--- src/rtl/rmii_frame_transmitter.sv ---
// rtl/rmii_frame_transmitter.sv - RMII transmit path: preamble/SFD, pad, CRC-32 FCS, inter-frame gap
// Frames arrive one byte at a time through a single holding register and leave as LSB-first dibits.
module rmii_frame_transmitter #(
    parameter int MIN_FRAME_BYTES      = 60,
    parameter int PREAMBLE_BYTES       = 7,
    parameter int INTERFRAME_GAP_BYTES = 12
) (
    input  logic       clock,
    input  logic       reset,
    input  logic [8:0] transmit_data,
    input  logic       transmit_data_enable,
    output logic       transmit_data_ready,
    output logic [1:0] rmii_transmit_data,
    output logic       rmii_transmit_data_valid,
    output logic       frame_done,
    output logic       underrun
);

    typedef enum logic [2:0] {IDLE, PREAMBLE, SFD, PAYLOAD, PAD, FCS, GAP, DRAIN} state_t;

    localparam logic [7:0]  PREAMBLE_LAST = 8'(PREAMBLE_BYTES * 4 - 1);
    // The first GAP cycle still shows the final FCS dibit on the wire, hence no -1.
    localparam logic [7:0]  GAP_LAST      = 8'(INTERFRAME_GAP_BYTES * 4);
    localparam logic [10:0] MIN_COUNT     = 11'(MIN_FRAME_BYTES);

    state_t      state, state_next;
    logic [8:0]  hold_data, cur_byte;
    logic        hold_full, hold_full_next, hold_load;
    logic [31:0] crc, fcs_word;
    logic [10:0] byte_cnt, count_next;
    logic [7:0]  cnt;
    logic        handshake, byte_end, fetch, abort, fcs_last;
    logic        valid_c;
    logic [1:0]  dibit_c;

    function automatic logic [31:0] crc_byte(input logic [31:0] c, input logic [7:0] d);
        logic [31:0] r;
        r = c ^ {24'h0, d};
        for (int i = 0; i < 8; i++)
            r = r[0] ? ((r >> 1) ^ 32'hEDB88320) : (r >> 1);
        return r;
    endfunction

    assign handshake  = transmit_data_enable && transmit_data_ready;
    assign byte_end   = (cnt[1:0] == 2'd3);
    assign count_next = (byte_cnt == 11'h7FF) ? byte_cnt : byte_cnt + 11'd1;
    assign fcs_word   = ~crc;

    always_ff @(posedge clock or posedge reset) begin
        if (reset) state <= IDLE;
        else       state <= state_next;
    end

    always_comb begin
        state_next = state;
        fetch      = 1'b0;
        abort      = 1'b0;
        case (state)
            IDLE:     if (hold_full) state_next = PREAMBLE;
            PREAMBLE: if (cnt == PREAMBLE_LAST) state_next = SFD;
            SFD: if (cnt == 8'd3) begin
                state_next = PAYLOAD;
                fetch      = 1'b1;
            end
            PAYLOAD: if (byte_end) begin
                if (cur_byte[8])
                    state_next = (count_next < MIN_COUNT) ? PAD : FCS;
                else if (hold_full)
                    fetch = 1'b1;
                else begin
                    abort      = 1'b1;
                    state_next = (handshake && transmit_data[8]) ? GAP : DRAIN;
                end
            end
            PAD:   if (byte_end && count_next == MIN_COUNT) state_next = FCS;
            FCS:   if (cnt == 8'd15) state_next = GAP;
            GAP:   if (cnt == GAP_LAST) state_next = IDLE;
            DRAIN: if (handshake && transmit_data[8]) state_next = GAP;
            default: state_next = IDLE;
        endcase
        // Bytes arriving while a frame is being abandoned belong to that frame and are dropped.
        hold_load      = handshake && (state != DRAIN) && !abort;
        hold_full_next = fetch ? 1'b0 : (hold_load ? 1'b1 : hold_full);
    end

    always_comb begin
        valid_c = 1'b0;
        dibit_c = 2'b00;
        case (state)
            PREAMBLE: begin valid_c = 1'b1; dibit_c = 2'b01; end
            SFD:      begin valid_c = 1'b1; dibit_c = (cnt == 8'd3) ? 2'b11 : 2'b01; end
            PAYLOAD:  begin valid_c = 1'b1; dibit_c = cur_byte[{cnt[1:0], 1'b0} +: 2]; end
            PAD:      begin valid_c = 1'b1; dibit_c = 2'b00; end
            FCS:      begin valid_c = 1'b1; dibit_c = fcs_word[{cnt[3:0], 1'b0} +: 2]; end
            default:  begin valid_c = 1'b0; dibit_c = 2'b00; end
        endcase
    end

    always_ff @(posedge clock or posedge reset) begin
        if (reset) begin
            cnt                      <= '0;
            hold_full                <= 1'b0;
            hold_data                <= '0;
            cur_byte                 <= '0;
            crc                      <= '1;
            byte_cnt                 <= '0;
            transmit_data_ready      <= 1'b0;
            rmii_transmit_data       <= 2'b00;
            rmii_transmit_data_valid <= 1'b0;
            fcs_last                 <= 1'b0;
            frame_done               <= 1'b0;
            underrun                 <= 1'b0;
        end else begin
            cnt                 <= (state_next != state) ? 8'd0 : cnt + 8'd1;
            hold_full           <= hold_full_next;
            transmit_data_ready <= (state_next == DRAIN) || !hold_full_next;
            if (hold_load) hold_data <= transmit_data;
            if (fetch)     cur_byte  <= hold_data;
            if (state == SFD && cnt == 8'd3) begin
                crc      <= '1;
                byte_cnt <= '0;
            end else if ((state == PAYLOAD || state == PAD) && byte_end) begin
                crc      <= crc_byte(crc, (state == PAD) ? 8'h00 : cur_byte[7:0]);
                byte_cnt <= count_next;
            end
            rmii_transmit_data       <= dibit_c;
            rmii_transmit_data_valid <= valid_c;
            fcs_last                 <= (state == FCS) && (cnt == 8'd15);
            frame_done               <= fcs_last;
            underrun                 <= abort;
        end
    end

endmodule

--- config.mk ---
export PLATFORM = sky130hd
export DESIGN_NAME = rmii_frame_transmitter
export DESIGN_NICKNAME = d
export VERILOG_FILES = /design/src/rtl/rmii_frame_transmitter.sv
export SDC_FILE = /design/constraint.sdc
export NUM_CORES = 1
export LEC_CHECK = 0
export BUFFER_PORTS_ARGS = -buffer_cell sky130_fd_sc_hd__buf_2
export CELL_PAD_IN_SITES_DETAIL_PLACEMENT = 1
export CELL_PAD_IN_SITES_GLOBAL_PLACEMENT = 2
export CORE_MARGIN = 5
export CORE_UTILIZATION = 40
export CTS_CLUSTER_DIAMETER = 50
export DETAILED_ROUTE_END_ITERATION = 8
export PLACE_DENSITY_LB_ADDON = 0.08
export SYNTH_ARGS = -nofsm -noshare
export SYNTH_HDL_FRONTEND = slang
export SYNTH_SLANG_ARGS = --single-unit
--- constraint.sdc ---
create_clock -name clock -period 3.3 [get_ports clock]
set_input_delay 0.825 -clock clock [delete_from_list [all_inputs] [get_ports clock]]
set_output_delay 0.825 -clock clock [all_outputs]
set_load 0.01 [all_outputs]
==> flow_summary.toml, run 1 <==
[placed_design]
port_buffers = 17
dp_hpwl_mm = 9.166
gp_congestion = 0.8059

[drt]
postRouteAntennaNets = 0
wl_per_cell_um = 19.49
viasPerCell = 5.530
dr.pass1.iters = 4
vias = 3622
dr.first_iter.drc_count = 143
drcViolationCount = 0
wl_mm = 12.76

[critical_path]
timing.rr.start = "byte_cnt[0]"
cp-startpoint = "byte_cnt[0]"
arrival_ps = 2990
end_kind = "register"
critPathKind = "register to register"
crit_path_start_kind = "register"
path_max_fanout = 8
worst_ep_required_time_ps = 3520

[grt]
grt_max_degree = 47
grt_use_total_pct = 18.84
grt_pass1_wl_mm = 21.23
antenna_found_initial = 0
gr-total-overflow = 0
grt_pass1_vias = 3915

[die]
core_um2 = 12060
std_cell_rows = 40
die_h_um = 121
io_pins = 18
initial_core_util_pct = 40.86
die-area_um2 = 14640
die_w_um = 121

[yosys]
ys_ff_latch = 80
syn_area_um2 = 4928
synth_edf_count = 0
synth_seq_area_share_pct = 41.43
yosysWarnings = 0
synth_cells = 464
ys_types = 64
yosys-top-cells-area = "dfrtp_1 (24%), dfstp_2 (17%), xnor2_1 (7.5%)"
synth_top_flop_cell = "dfrtp_1"
async_reset_ff_share_pct = 100.0
yosysTopAreaCell = "dfrtp_1"
post-synth-top-area-fraction_pct = 24.37
avgSynthCellArea_um2 = 10.62
syn_nets = 479

[clock_tree]
ctsResizeCount = 0
cts-root-buf = "clkbuf_16"
cts.htree.levels = 3
clock_latency_ps = 360
clk_pin_slew_ps = 70
clock_path_buffers = 2
cts_sinks = 80
cts_setup_buffers = 0
cts_tree = "yes"
cts_hold_buf = 0
cts_made_buffers = 9

[timing]
finalClockSkew_ps = 10.65
timing.fmax_mhz = 361.2
hold_viol_final = 0
tightestPinTransition_ps = 919.6
finalSetupViolCount = 0
finalCritPeriodShare_pct = 83.89
relSlewSlack_pct = 38.70
post-route-min-period_ps = 2768
finalMaxSlewViolations = 0
setup_tns_ps = 0
rsz0062_at_grt = "false"

[cells_and_area]
nets = 497
drive_above_1_share_pct = 26.49
area_growth_pct = 12.82
antennaDiodeCount = 0

[run]
drv_cap = 0

[worst_hold_path]
min-delay-start = "fcs_last"
min_path_type = "register to register"

[status]
status = "finished clean"
## worst paths after layout
| check | cells past startpoint | end | slack [ps] |
|---|---|---|---|
| setup / recovery | 8 | cnt[3] | 530 |
| hold / removal | 0 | frame_done | 360 |
| setup reg to reg | 8 | cnt[3] | 530 |
| hold reg to reg | 0 | frame_done | 360 |
| max in group asynchronous | 3 | crc[1] | 2070 |
| min in group asynchronous | 2 | hold_data[4] | 540 |
## area by class of cell
type                       instances  area (um2)
tap                              168       210.2
sequential                        80        2042
timing repair buffer              36       240.2
clock buffer                       9       225.2
clock inverter                     7       78.83
multi-input combinational        346        2729
fill                            1334        6501
inverter                           9       35.03
## kinds of logic after synthesis
group | synth area share (%)
muxes | 9.825
xor gates and xnor gates | 15.54
buffers and inverters | 3.199
adders and majority gates | 0.7617
AOI/OAI and AO/OA | 13.76
and+or+nand+nor | 15.49
DFF | 41.43
## critical path: stages (launching register included)
cell and delay, ps:
dfrtp_1 470, ha_1 310, nand3_1 150, nor2_1 330, mux2_2 390, or4_1 510
a211oi_1 250, buf_4 180, nor4_1 60
## placed cells by master (no fill, tap or decap), types with 4 or more instances in the layout
| cell | n |
|---|---|
| o21ai_0 | 17 |
| mux4_2 | 12 |
| buf_2 | 17 |
| nand4_1 | 7 |
| nor2_1 | 44 |
| dfstp_2 | 32 |
| a31oi_1 | 4 |
| xor2_1 | 20 |
| nand3_1 | 11 |
| clkbuf_16 | 9 |
| nand2_1 | 20 |
| and2_1 | 9 |
| and3_1 | 6 |
| xnor2_1 | 42 |
| dfrtp_1 | 48 |
| a21oi_1 | 34 |
| a221oi_2 | 4 |
| buf_4 | 18 |
| o21a_1 | 4 |
| nor3_1 | 6 |
| nor2b_1 | 13 |
| mux2_2 | 19 |
| and4_1 | 5 |
| a41oi_1 | 4 |
| inv_1 | 8 |
| nor4_1 | 8 |
| xnor3_1 | 7 |
| o22a_1 | 4 |
## synth_stat cells (4+ instances only)
| library cell | count |
|---|---|
| a41oi_1 | 4 |
| xnor2_1 | 42 |
| and3_1 | 6 |
| nor2_1 | 44 |
| xor2_1 | 20 |
| a221oi_2 | 4 |
| nand4_1 | 7 |
| and4_1 | 5 |
| nor3_1 | 6 |
| o21ai_0 | 17 |
| dfstp_2 | 32 |
| and2_1 | 9 |
| mux2_2 | 19 |
| nor4_1 | 8 |
| o21a_1 | 4 |
| xnor3_1 | 7 |
| a21oi_1 | 34 |
| nand2_1 | 20 |
| inv_1 | 9 |
| mux4_2 | 12 |
| nand3_1 | 11 |
| a31oi_1 | 4 |
| nor2b_1 | 13 |
| o22a_1 | 4 |
| dfrtp_1 | 48 |
| clkbuf_1 | 25 |
## state kept, by name (all words and copies together) (netlist names)
register and flops:
fcs_last 1, byte_cnt 11, underrun 1, state 3, crc 32, rmii_transmit_data 2, cnt 8, cur_byte 9
transmit_data_ready 1, frame_done 1, hold_data 9, hold_full 1, rmii_transmit_data_valid 1
## routing by layer
layer  vias to the layer above  share of wire (%)  GRT usage (%)  wire length, um
met1                      1842                 47          24.87             5999
met2                        39                 49          31.02             6244
li1                       1719                  -              -                -
met5                         -                  0              0                0
met4                         0                1.9          6.303              244
met3                        22                2.1          3.683              274
## metrics by stage
stage                     hold WS (ps)  instance area, um2  std cells  util [%]  setup slack (ps)
after global routing             371.5                5560        655     46.10             338.8
after detailed placement         350.4                5256        639     43.58             550.6
after CTS                        365.0                5560        655     46.10             521.2
after floorplan                  331.2                4928        464         -             476.2
final                            360.6                5560        655     46.10             531.5
after global placement           339.4                5256        639     43.58             581.3
Power of run 1 is left out: the tool's default activity adds up to more than one toggle a clock period on the data nets, which glitch-free logic cannot reach.
==> run 2: changes to the inputs <==
--- a/config.mk
+++ b/config.mk
@@ -5,11 +5,12 @@
 export SDC_FILE = /design/constraint.sdc
 export NUM_CORES = 1
 export LEC_CHECK = 0
+export ABC_AREA = 1
 export BUFFER_PORTS_ARGS = -buffer_cell sky130_fd_sc_hd__buf_2
 export CELL_PAD_IN_SITES_DETAIL_PLACEMENT = 1
 export CELL_PAD_IN_SITES_GLOBAL_PLACEMENT = 2
 export CORE_MARGIN = 5
-export CORE_UTILIZATION = 40
+export CORE_UTILIZATION = 35
 export CTS_CLUSTER_DIAMETER = 50
 export DETAILED_ROUTE_END_ITERATION = 8
 export PLACE_DENSITY_LB_ADDON = 0.08
==> constraint.sdc (replaced) <==
create_clock -name clock -period 2.35 [get_ports clock]
set_input_delay 0.5875 -clock clock [delete_from_list [all_inputs] [get_ports clock]]
set_output_delay 0.5875 -clock clock [all_outputs]
set_load 0.01 [all_outputs]
==> flow_summary.toml, run 2 <==
[timing]
post-route-min-period_ps = 2285
tightestPinTransition_ps = 640.4
relSlewSlack_pct = 57.22
finalClockSkew_ps = 5.861
timing.fmax_mhz = 437.6
timing.final.ws_setup_ps = 64.84
finalSetupViolCount = 0
finalCritPeriodShare_pct = 97.24
rsz0062_at_grt = "true"
finalMaxSlewViolations = 0
hold_slack_ps = 322.7
hold_viol_final = 0

[cells_and_area]
multi_input_area_um2 = 2769
area_growth_pct = 19.40
layout_commonest_cell = "nand2_1"
antennaDiodeCount = 0
finalInstanceArea_um2 = 6077
ff_latch_area_um2 = 2043
num-fill-cells = 1727
drive_above_1_share_pct = 26.09
reg_top3 = "crc (32), byte_cnt (11)"
regMostFlops = "crc"
nets = 673
final_cell_mix = "nand2_1 (96), inv_1 (84), o21ai_0 (53)"
largest_reg_flops = 32
fin_util_pct = 42.13

[clock_tree]
clk_pin_slew_ps = 60
cts.htree.levels = 3
clock_path_buffers = 2
cts-root-buf = "clkbuf_16"
clock_latency_ps = 340
cts_tree = "yes"
cts_made_buffers = 9
cts_sinks = 80
cts_hold_buf = 0

[yosys]
async_reset_ff_share_pct = 100.0
synthMostInstantiatedCell = "nand2_1"
ys_types = 45
synth_top_flop_cell = "dfrtp_1"
yosys-top-cells-area = "dfrtp_1 (24%), dfstp_2 (17%), nand2_1 (7.7%)"
yosysWarnings = 0
syn_nets = 630
synth_common_cells = "nand2_1 (105), inv_1 (85), nor2_1 (59)"
post-synth-top-area-fraction_pct = 23.60
syn_area_um2 = 5090
yosysTopAreaCell = "dfrtp_1"
synth_edf_count = 0
synth_seq_area_share_pct = 40.12
avgSynthCellArea_um2 = 8.276
synth_cells = 615
ys_ff_latch = 80

[die]
initial_core_util_pct = 35.29
std_cell_rows = 44
die-area_um2 = 17050
die_h_um = 130.6
die_w_um = 130.6
io_pins = 18
core_um2 = 14420

[drt]
drcViolationCount = 0
wl_mm = 15.28
vias = 4260
dr.pass1.iters = 5
postRouteAntennaNets = 0
viasPerCell = 5.030
wl_per_cell_um = 18.04
dr.first_iter.drc_count = 178

[critical_path]
worstPathCellList = "ha_2 -> nand2_4 -> nor2_4 -> nand2_2 -> nor2_4 -> nand2_2 -> nand2_2 -> nand3_2 -> nor2_1 -> nand3_1 -> nand2_1 -> inv_1 -> nand2_2 -> nand2_2 -> nand2_2 -> nand3_4 -> nor2_2"
critPathKind = "register to register"
arrival_ps = 2570
path_max_fanout = 8
slowest_stage = "dfrtp_1"
crit_path_frequent_cell = "nand2_2"
crit_path_start_kind = "register"
path_buf_inv = 1
end_kind = "register"
slowest_delay_ps = 390
path_delay_family = "simple AND/OR/NAND/NOR gates"
worst_ep_required_time_ps = 2630

[grt]
gr-total-overflow = 0
grtUsageMet1_pct = 26.61
top_usage_layer = "met2"
grt_max_degree = 31
grt_pass1_wl_mm = 25.23
grt_pass1_vias = 4646
gr-usage-met3_pct = 2.724
grtUsageMet2_pct = 31.49
grt_use_total_pct = 19.40
antenna_found_initial = 0

[pwr]
pwr_density_cell_nw_per_um2 = 1487
finalPower_mw = 9.038
irDropWorstVdd_uv = 564.1
p_leak_nw = 2.782

[placed_design]
port_buffers = 17
dpl_cell_area_um2 = 5594
dp_hpwl_mm = 11.42
gp_congestion = 0.8497
place_ws_ps = -124.1

[run]
drv_cap = 0

[status]
status = "finished clean"

[worst_hold_path]
min_path_type = "input pin to async pin"
==> run 2: changes by cell type in the layout (fill, tap and decap cells not counted), moves of 9 or more <==
cell,change
a21oi_1,-13
buf_4,+11
nand2_1,+76
o22ai_1,+25
xnor2_1,-23
nand3_1,+22
nor2_2,+9
xor2_1,+12
mux4_2,-12
o21ai_0,+36
nand2_2,+11
nor2b_1,-13
and2_1,-9
inv_1,+76
==> run 2: path summary, 6_finish.rpt <==
check	startpoint	to	slack (ps)	cells after the start
setup / recovery	byte_cnt[1]	cnt[1]	60	17
hold / removal	reset	hold_data[2]	320	2
setup reg to reg	byte_cnt[1]	cnt[1]	60	17
hold reg to reg	fcs_last	frame_done	350	0
max in group asynchronous	reset	crc[23]	1380	3
min in group clock	fcs_last	frame_done	350	0
==> run 2: metrics by stage <==
step	cells	TNS [ps]
after detailed placement	828	-891.4
after floorplan	615	0
after global routing	847	-1021
final	847	0
after global placement	828	-202.0
after CTS	844	0
==> run 2: cells by family after synthesis <==
| family | share of synthesized area, % |
|---|---|
| simple gates | 20.92 |
| mux | 2.655 |
| flops | 40.12 |
| fa+ha+maj | 0.7375 |
| xor+xnor | 14.92 |
| buf+inv | 8.260 |
| compound gates | 12.39 |
==> run 2: what timing repair did <==
action | CTS | global route
pin swaps | 0 | 16
resized for setup | 6 | 32
endpoints found under the setup margin | 10 | 48
buffers inserted | 0 | 3
==> run 2: cell type report <==
type,instances,area share (%)
multi-input cells,430,45.56
inverters,87,5.435
repair buffers,50,6.300
clock buffers,11,3.994
well taps,184,3.788
clock inverters,5,1.297
flip-flops and latches,80,33.62
==> run 2: metal layers <==
metal / part of all wire [%] / wire length, um / up-vias
li1: - / - / 2070
met4: 1.6 / 247 / 0
met5: 0 / 0 / -
met3: 2.6 / 397 / 17
met2: 48 / 7317 / 58
met1: 48 / 7315 / 2115
==> run 2: report_power, final <==
group | switching (mW) | internal, mW | leakage, nW | total, mW
registers | 0.332 | 1.87 | 0.952 | 2.20
logic | 3.20 | 2.08 | 1.67 | 5.28
clock network | 0.601 | 0.961 | 0.160 | 1.56
total | 4.13 | 4.91 | 2.78 | 9.04
Note: power is estimated with default switching activity, not from simulation.
